[src/rtl/flag_reg_if.sv]
// Bus between the flag-writing pipeline stage and the condition-code register.
// The stage supplies the instruction/result; the register returns flags and status.
interface flag_reg_if #(
  parameter int unsigned DATA_W = 16
);
  logic [3:0]        opcode;
  logic              valid;
  logic              stall;
  logic              flush;
  logic [DATA_W-1:0] alu_result;
  logic              alu_ovfl;
  logic [2:0]        F;
  logic [2:0]        F_fwd;
  logic              flags_upd;
  logic              halted;

  modport master (
    output opcode, valid, stall, flush, alu_result, alu_ovfl,
    input  F, F_fwd, flags_upd, halted
  );

  modport slave (
    input  opcode, valid, stall, flush, alu_result, alu_ovfl,
    output F, F_fwd, flags_upd, halted
  );
endinterface

[src/rtl/flag_reg.sv]
// WISC condition-code register: latches {N,V,Z} per opcode, offers a same-cycle
// bypass copy, and freezes permanently on a committed HLT until reset.
module flag_reg #(
  parameter int unsigned DATA_W      = 16,
  parameter logic [2:0]  RESET_FLAGS = 3'b000
) (
  input logic        clk,
  input logic        rst_n,
  flag_reg_if.slave  bus
);

  localparam logic [3:0] OpAdd = 4'b0000;
  localparam logic [3:0] OpSub = 4'b0001;
  localparam logic [3:0] OpXor = 4'b0010;
  localparam logic [3:0] OpSll = 4'b0100;
  localparam logic [3:0] OpSra = 4'b0101;
  localparam logic [3:0] OpRor = 4'b0110;
  localparam logic [3:0] OpHlt = 4'b1111;

  typedef enum logic {StRun, StHalt} state_e;

  state_e     state_q, state_d;
  logic [2:0] f_q, f_d;
  logic       upd_q, upd_d;
  logic       commit;
  logic       wr_nvz;
  logic       wr_z;
  logic       z_new;

  always_comb begin
    commit  = bus.valid & ~bus.stall & ~bus.flush & (state_q == StRun);
    wr_nvz  = 1'b0;
    wr_z    = 1'b0;
    z_new   = (bus.alu_result == '0);
    f_d     = f_q;
    upd_d   = 1'b0;
    state_d = state_q;

    case (bus.opcode)
      OpAdd, OpSub:               wr_nvz = 1'b1;
      OpXor, OpSll, OpSra, OpRor: wr_z   = 1'b1;
      default:                    ;
    endcase

    // Result bits are only looked at under commit, so an undriven result on an
    // idle stage never reaches the flags.
    if (commit) begin
      if (wr_nvz) begin
        f_d = {bus.alu_result[DATA_W-1], bus.alu_ovfl, z_new};
      end else if (wr_z) begin
        f_d[0] = z_new;
      end
      upd_d = wr_nvz | wr_z;
      if (bus.opcode == OpHlt) begin
        state_d = StHalt;
      end
    end
  end

  always_ff @(posedge clk or negedge rst_n) begin
    if (!rst_n) begin
      state_q <= StRun;
      f_q     <= RESET_FLAGS;
      upd_q   <= 1'b0;
    end else begin
      state_q <= state_d;
      f_q     <= f_d;
      upd_q   <= upd_d;
    end
  end

  assign bus.F         = f_q;
  assign bus.F_fwd     = f_d;
  assign bus.flags_upd = upd_q;
  assign bus.halted    = (state_q == StHalt);

endmodule

[src/flat_wrapper.sv]
// flat-port wrapper written by rule: the top's interface ports become plain ports
module flag_reg_flat 
#(
  parameter int unsigned DATA_W      = 16,
  parameter logic [2:0]  RESET_FLAGS = 3'b000
)
  (clk, rst_n, bus_opcode, bus_valid, bus_stall, bus_flush, bus_alu_result, bus_alu_ovfl, bus_F, bus_F_fwd, bus_flags_upd, bus_halted);
  flag_reg_if #(.DATA_W(DATA_W)) bus_i ();
  input logic clk;
  input logic rst_n;
  input wire logic [$bits(bus_i.opcode)-1:0] bus_opcode;
  input wire logic [$bits(bus_i.valid)-1:0] bus_valid;
  input wire logic [$bits(bus_i.stall)-1:0] bus_stall;
  input wire logic [$bits(bus_i.flush)-1:0] bus_flush;
  input wire logic [$bits(bus_i.alu_result)-1:0] bus_alu_result;
  input wire logic [$bits(bus_i.alu_ovfl)-1:0] bus_alu_ovfl;
  output wire logic [$bits(bus_i.F)-1:0] bus_F;
  output wire logic [$bits(bus_i.F_fwd)-1:0] bus_F_fwd;
  output wire logic [$bits(bus_i.flags_upd)-1:0] bus_flags_upd;
  output wire logic [$bits(bus_i.halted)-1:0] bus_halted;
  assign bus_i.opcode = bus_opcode;
  assign bus_i.valid = bus_valid;
  assign bus_i.stall = bus_stall;
  assign bus_i.flush = bus_flush;
  assign bus_i.alu_result = bus_alu_result;
  assign bus_i.alu_ovfl = bus_alu_ovfl;
  assign bus_F = bus_i.F;
  assign bus_F_fwd = bus_i.F_fwd;
  assign bus_flags_upd = bus_i.flags_upd;
  assign bus_halted = bus_i.halted;
  flag_reg #(.DATA_W(DATA_W), .RESET_FLAGS(RESET_FLAGS)) u_core (.clk(clk), .rst_n(rst_n), .bus(bus_i));
endmodule
[config.mk]
export PLATFORM = sky130hd
export DESIGN_NAME = flag_reg_flat
export DESIGN_NICKNAME = d
export VERILOG_FILES = /design/src/rtl/flag_reg_if.sv /design/src/rtl/flag_reg.sv /design/src/flat_wrapper.sv
export SDC_FILE = /design/constraint.sdc
export NUM_CORES = 1
export LEC_CHECK = 0
export BUFFER_PORTS_ARGS = -buffer_cell sky130_fd_sc_hd__buf_4
export CORE_AREA = 2 2 39 41
export CTS_BUF_LIST = sky130_fd_sc_hd__clkbuf_8
export DETAILED_ROUTE_END_ITERATION = 10
export DIE_AREA = 0 0 41 43
export GPL_TIMING_DRIVEN = 0
export PLACE_DENSITY = 0.55
export SLEW_MARGIN = 20
export SYNTH_ARGS = -nofsm -noshare
export SYNTH_HDL_FRONTEND = slang
export SYNTH_SLANG_ARGS = --single-unit
[constraint.sdc]
create_clock -name clk -period 1.15 [get_ports clk]
set_input_delay 0.1725 -clock clk [delete_from_list [all_inputs] [get_ports clk]]
set_output_delay 0.1725 -clock clk [all_outputs]
set_load 0.005 [all_outputs]
---- After elaboration in Yosys (flattened, before gate mapping) ----
Cells that the tools add are included.
storage, ports and cells
  bits of input ports ..................... 26
  register bits after elaboration ......... 5
  output and inout bits ................... 8
  logic and storage cells ................. 28
operators by class
  mux-type cells .......................... 7
  eq/ne operators ......................... 6
  reductions and logical operators ........ 5
  bitwise logic cells ..................... 7
operators with widths
  operator                                                                count
  16-bit logical NOT                                                      1
  4-bit by 3-bit equality test with 1-bit output (second input constant)  3
  1-bit two-way mux                                                       5
  4-bit by 1-bit equality test with 1-bit output (second input constant)  1
  4-bit by 2-bit equality test with 1-bit output (second input constant)  1
  4-bit equality test (second input constant)                             1
  4-bit logical NOT                                                       1
  4-bit OR reduction                                                      1
  1-bit bitwise AND                                                       3
  3-bit two-way mux                                                       1
  1-bit NOT                                                               3
  2-bit two-way mux                                                       1
  2-bit AND reduction                                                     1
  2-bit OR reduction                                                      1
  1-bit OR                                                                1

---- Depth between registers and ports, before layout ----
  depth in word-level cells ............... 6
  mapped depth ............................ 3
  depth with buffers taken out ............ 3

---- Worst setup path before layout ----
OpenSTA, ideal clock, no wires.
  path type ............................... flip-flop to output port
  start ................................... register u_core.state_q, in the netlist u_core.bus.halted
  end ..................................... output bus_F_fwd[1]
  path buffers ............................ 0
  cell stages (with the launch flop) ...... 4
  path slack .............................. 27 ps
  data required time ...................... 978 ps
  arrival time ............................ 951 ps
  cell sequence ........................... dfrtp_1 > nor2_1 > nand3_2 > mux2_1
between the ends
  word-level cells in the longest chain between the ends .. 3
RTL lines
  what                      line                RTL
  start: declaration        flag_reg.sv:22      state_e state_q, state_d;
  start signal: assignment  flag_reg.sv:62      state_q <= StRun;
  start signal: assignment  flag_reg.sv:66      state_q <= state_d;
  1-bit NOT                 flag_reg.sv:31      commit = bus.valid & ~bus.stall & ~bus.flush & (state_q == StRun);
  1-bit bitwise AND         flag_reg.sv:31
  3-bit two-way mux         flag_reg.sv:47      if (commit) begin
  end: declaration          flat_wrapper.sv:18  output wire logic [$bits(bus_i.F_fwd)-1:0] bus_F_fwd;
No other way between the ends.

---- Worst setup path in the final report ----
  start ................................... register u_core.state_q, in the netlist u_core.bus.halted
  end ..................................... output bus_F_fwd[0]
The elaborated chain is that of the path after synthesis.

==> summary.md <==
| Metric | Value |
|---|---|
| CTS clk-pin slew, worst paths | `30 ps` |
| Vias per cell | `4.19` |
| Worst setup SP type | `flop` |
| CP Data Required Time | `980 ps` |
| Number of detailed-route iterations in the first pass | `2` |
| DRT antenna net count | `0` |
| Crit end category | `output port` |
| Max_slew headroom | `82.0%` |
| Multi-input logic area | `between 100 and 150 um^2` |
| Failing checks | `negative setup slack` |
| Dpl cell area | `518 um^2` |
| CTS sink cnt | `5` |
| Filler Cell Count | `150` |
| ANT cells | `0` |
| Cells after synthesis | `23` |
| Max stage delay on crit path | `370 ps` |
| DR top layer | `met3` |
| Met2 WL | `around 370 um` |
| Largest net degree at the start of global routing | `6` |
| CP max-delay cell | `dfrtp_1` |
| Worst reg2reg setup slack | `~80 ps` |
| Layout cells sized above 1 | `72.6%` |
| I/O Pins | `34` |
| Latest clock arrival within the worst-skew pair | `210 ps` |
| Final setup viols | `3` |
| Maximum root-to-sink buffer count | `2` |
| Overall power | `between 0.7 and 0.8 mW` |
| Final Critical Period | `1460 ps` |
| Pre-CTS WS | `-176 ps` |
| Setup Skew | `1.68 ps` |
| Critical path class | `flop to output port` |
| Pwr dens | `1220 mW/mm^2` |
| Max Slew Vio Count | `0` |
| Routed length on met3 | `95 um` |
| Crit path max fanout | `2` |
| Post-synth top area share | `around half` |
| Slew @ Worst Pin | `between 200 and 300 ps` |
| Crit. Startpoint | `u_core.bus.halted$_DFFE_PN0P_` |
| Hold Path Class | `input port to flop` |
| YS warnings | `0` |
| Initial cell density of the core | `18.1%` |
| DR DRC count | `0` |
| Final instance area | `606 um^2` |
| First-pass GRT wire length | `1.18 mm` |
| Tot GR Track Use | `under 10%` |
| Htree depth | `1` |
| Area contributors post-synth | `dfrtp_1 50%, nor4_1 10%, mux2_1 9.0%, nor3b_2 5.0%, nor2_1 4.5%` |
| Starting DRT DRC Count | `2` |
| Seq/Total Area, Yosys | `50.0%` |
| Die area | `0.00176 mm^2` |
| Number of max-cap violations | `0` |
| RD Place Congestion | `0.705` |
| Fmax | `approximately 690 MHz` |
| CTS root buf | `clkbuf_8` |
| Metal1 wirelength | `309 um` |
| CORE AREA | `about 0.0014 mm^2` |
| Synth area leader | `dfrtp_1` |
| Initial antenna violation count | `0` |
| Die Height | `43 um` |
| Synthesized area per cell | `10.9 um^2` |
| Syn nets | `49` |
| Storage element area | `around 130 um^2` |
| FF+latch count, synth | `5` |
| Rows | `14` |
| Tcrit/Tclk final | `127%` |
| Worst vdd ir | `0.566 mV` |
| Outcome | `finished with violations` |
| Fin cells | `78` |
| Cells after DPL | `72` |
| Final worst slack | `-306 ps` |
| Crit Reg-Reg Startpoint | `u_core.bus.halted$_DFFE_PN0P_` |
| Final core utilization | `between 40 and 50%` |
| Worst Hold Launch | `bus_alu_ovfl` |
| Wirelength, routed | `a little under 800 um` |
| Vias | `327` |
| RSZ-0062 raised after global routing | `yes` |
| Critical path cell sequence | `nor2_2 -> and3_4 -> mux2i_2 -> buf_4` |
| Total CTS buffers | `3` |
| GRT Residual Overflow | `0` |
| WHS | `219 ps` |
| Leak | `about 0.32 nW` |
| Cell variety after synth | `12` |
| Area Overhead vs Synth | `142%` |
| Input/output buffers | `33` |
| Die width | `41 um` |
| Synthesized area | `250 um^2` |
| Setup TNS Final | `-897 ps` |
| Hold Vio Cnt, Final | `0` |
| CTS tree | `yes` |
| Vias in the first global route | `342` |
| Wire per inst | `between 9 and 10 um` |
| Critical Path AT | `about 1300 ps` |
| Nets | `89` |
-- cell usage after synthesis --
library cell / n
nand2_1: 2
nor2_1: 3
nor3b_2: 1
nand3_2: 1
nor4_1: 4
inv_1: 1
mux2i_1: 1
mux2_1: 2
a21o_2: 1
nand4_1: 1
dfrtp_1: 5
and3_2: 1
-- state kept, by name (all words and copies together) (netlist names) --
register and count:
u_core.bus.F 3, u_core.bus.flags_upd 1, u_core.bus.halted 1
-- critical path, delay by kind of cell, from the launching register on --
kind / cells / cell delay (ps)
and+or+nand+nor: 2 / 330
DFF: 1 / 370
muxes: 1 / 220
buffers and inverters: 1 / 140
-- power by group --
part,internal (mW),switching [mW]
clock network,0.228,0.0759
logic,0.155,0.0649
registers,0.202,0.0139
-- metal layers --
layer  global-route usage (%)  vias up
li1                         -      162
met5                        0        -
met2                     15.6       25
met4                     4.00        0
met3                     4.19        0
met1                     10.7      140
-- cell usage in the layout (no fill, tap or decap), drive strengths merged --
cell | synthesis | final
nand2 | 2 | 2
nor3b | 1 | 1
buf | 0 | 34
clkbuf | 0 | 3
and3 | 1 | 1
inv | 1 | 2
mux2 | 2 | 2
a21o | 1 | 1
dlygate4sd3 | 0 | 1
nand4 | 1 | 1
nor2 | 3 | 3
dfrtp | 5 | 5
nand3 | 1 | 1
mux2i | 1 | 1
nor4 | 4 | 4
-- cells by family (layout without fill, tap and decap cells) --
group           count (synthesis)  count (layout)  synth area share [%]
simple gates                   13              13                  32.0
flops                           5               5                  50.0
mux                             3               3                  13.0
compound gates                  1               1                  3.50
buf+inv                         1              40                  1.50
-- layout make-up --
cell class / count / share of cell area, %
clock buffers: 3 / 6.82
clock inverters: 1 / 0.620
inverters: 1 / 0.620
multi-input cells: 17 / 22.9
flip-flops and latches: 5 / 20.7
well taps: 16 / 3.31
repair buffers: 35 / 45.0
-- path summary, 6_finish.rpt --
kind	to	cells after the start
max	bus_F_fwd[0]	4
min	u_core.bus.F[1]$_DFF_PN0_	2
max reg2reg	u_core.bus.F[1]$_DFF_PN0_	3
min reg2reg	u_core.bus.F[1]$_DFF_PN0_	1
max in group asynchronous	u_core.bus.F[2]$_DFF_PN0_	2
min in group asynchronous	u_core.bus.halted$_DFFE_PN0P_	2
-- repair_timing --
item / CTS / global route
hold buffers: 1 / 0
gates resized for setup: 5 / 2
buffers inserted: 1 / 0
setup endpoints to repair: 3 / 3
pin swaps: 1 / 2
hold endpoints to repair: 5 / 0
No activity file was read; power rests on OpenSTA's default activity.
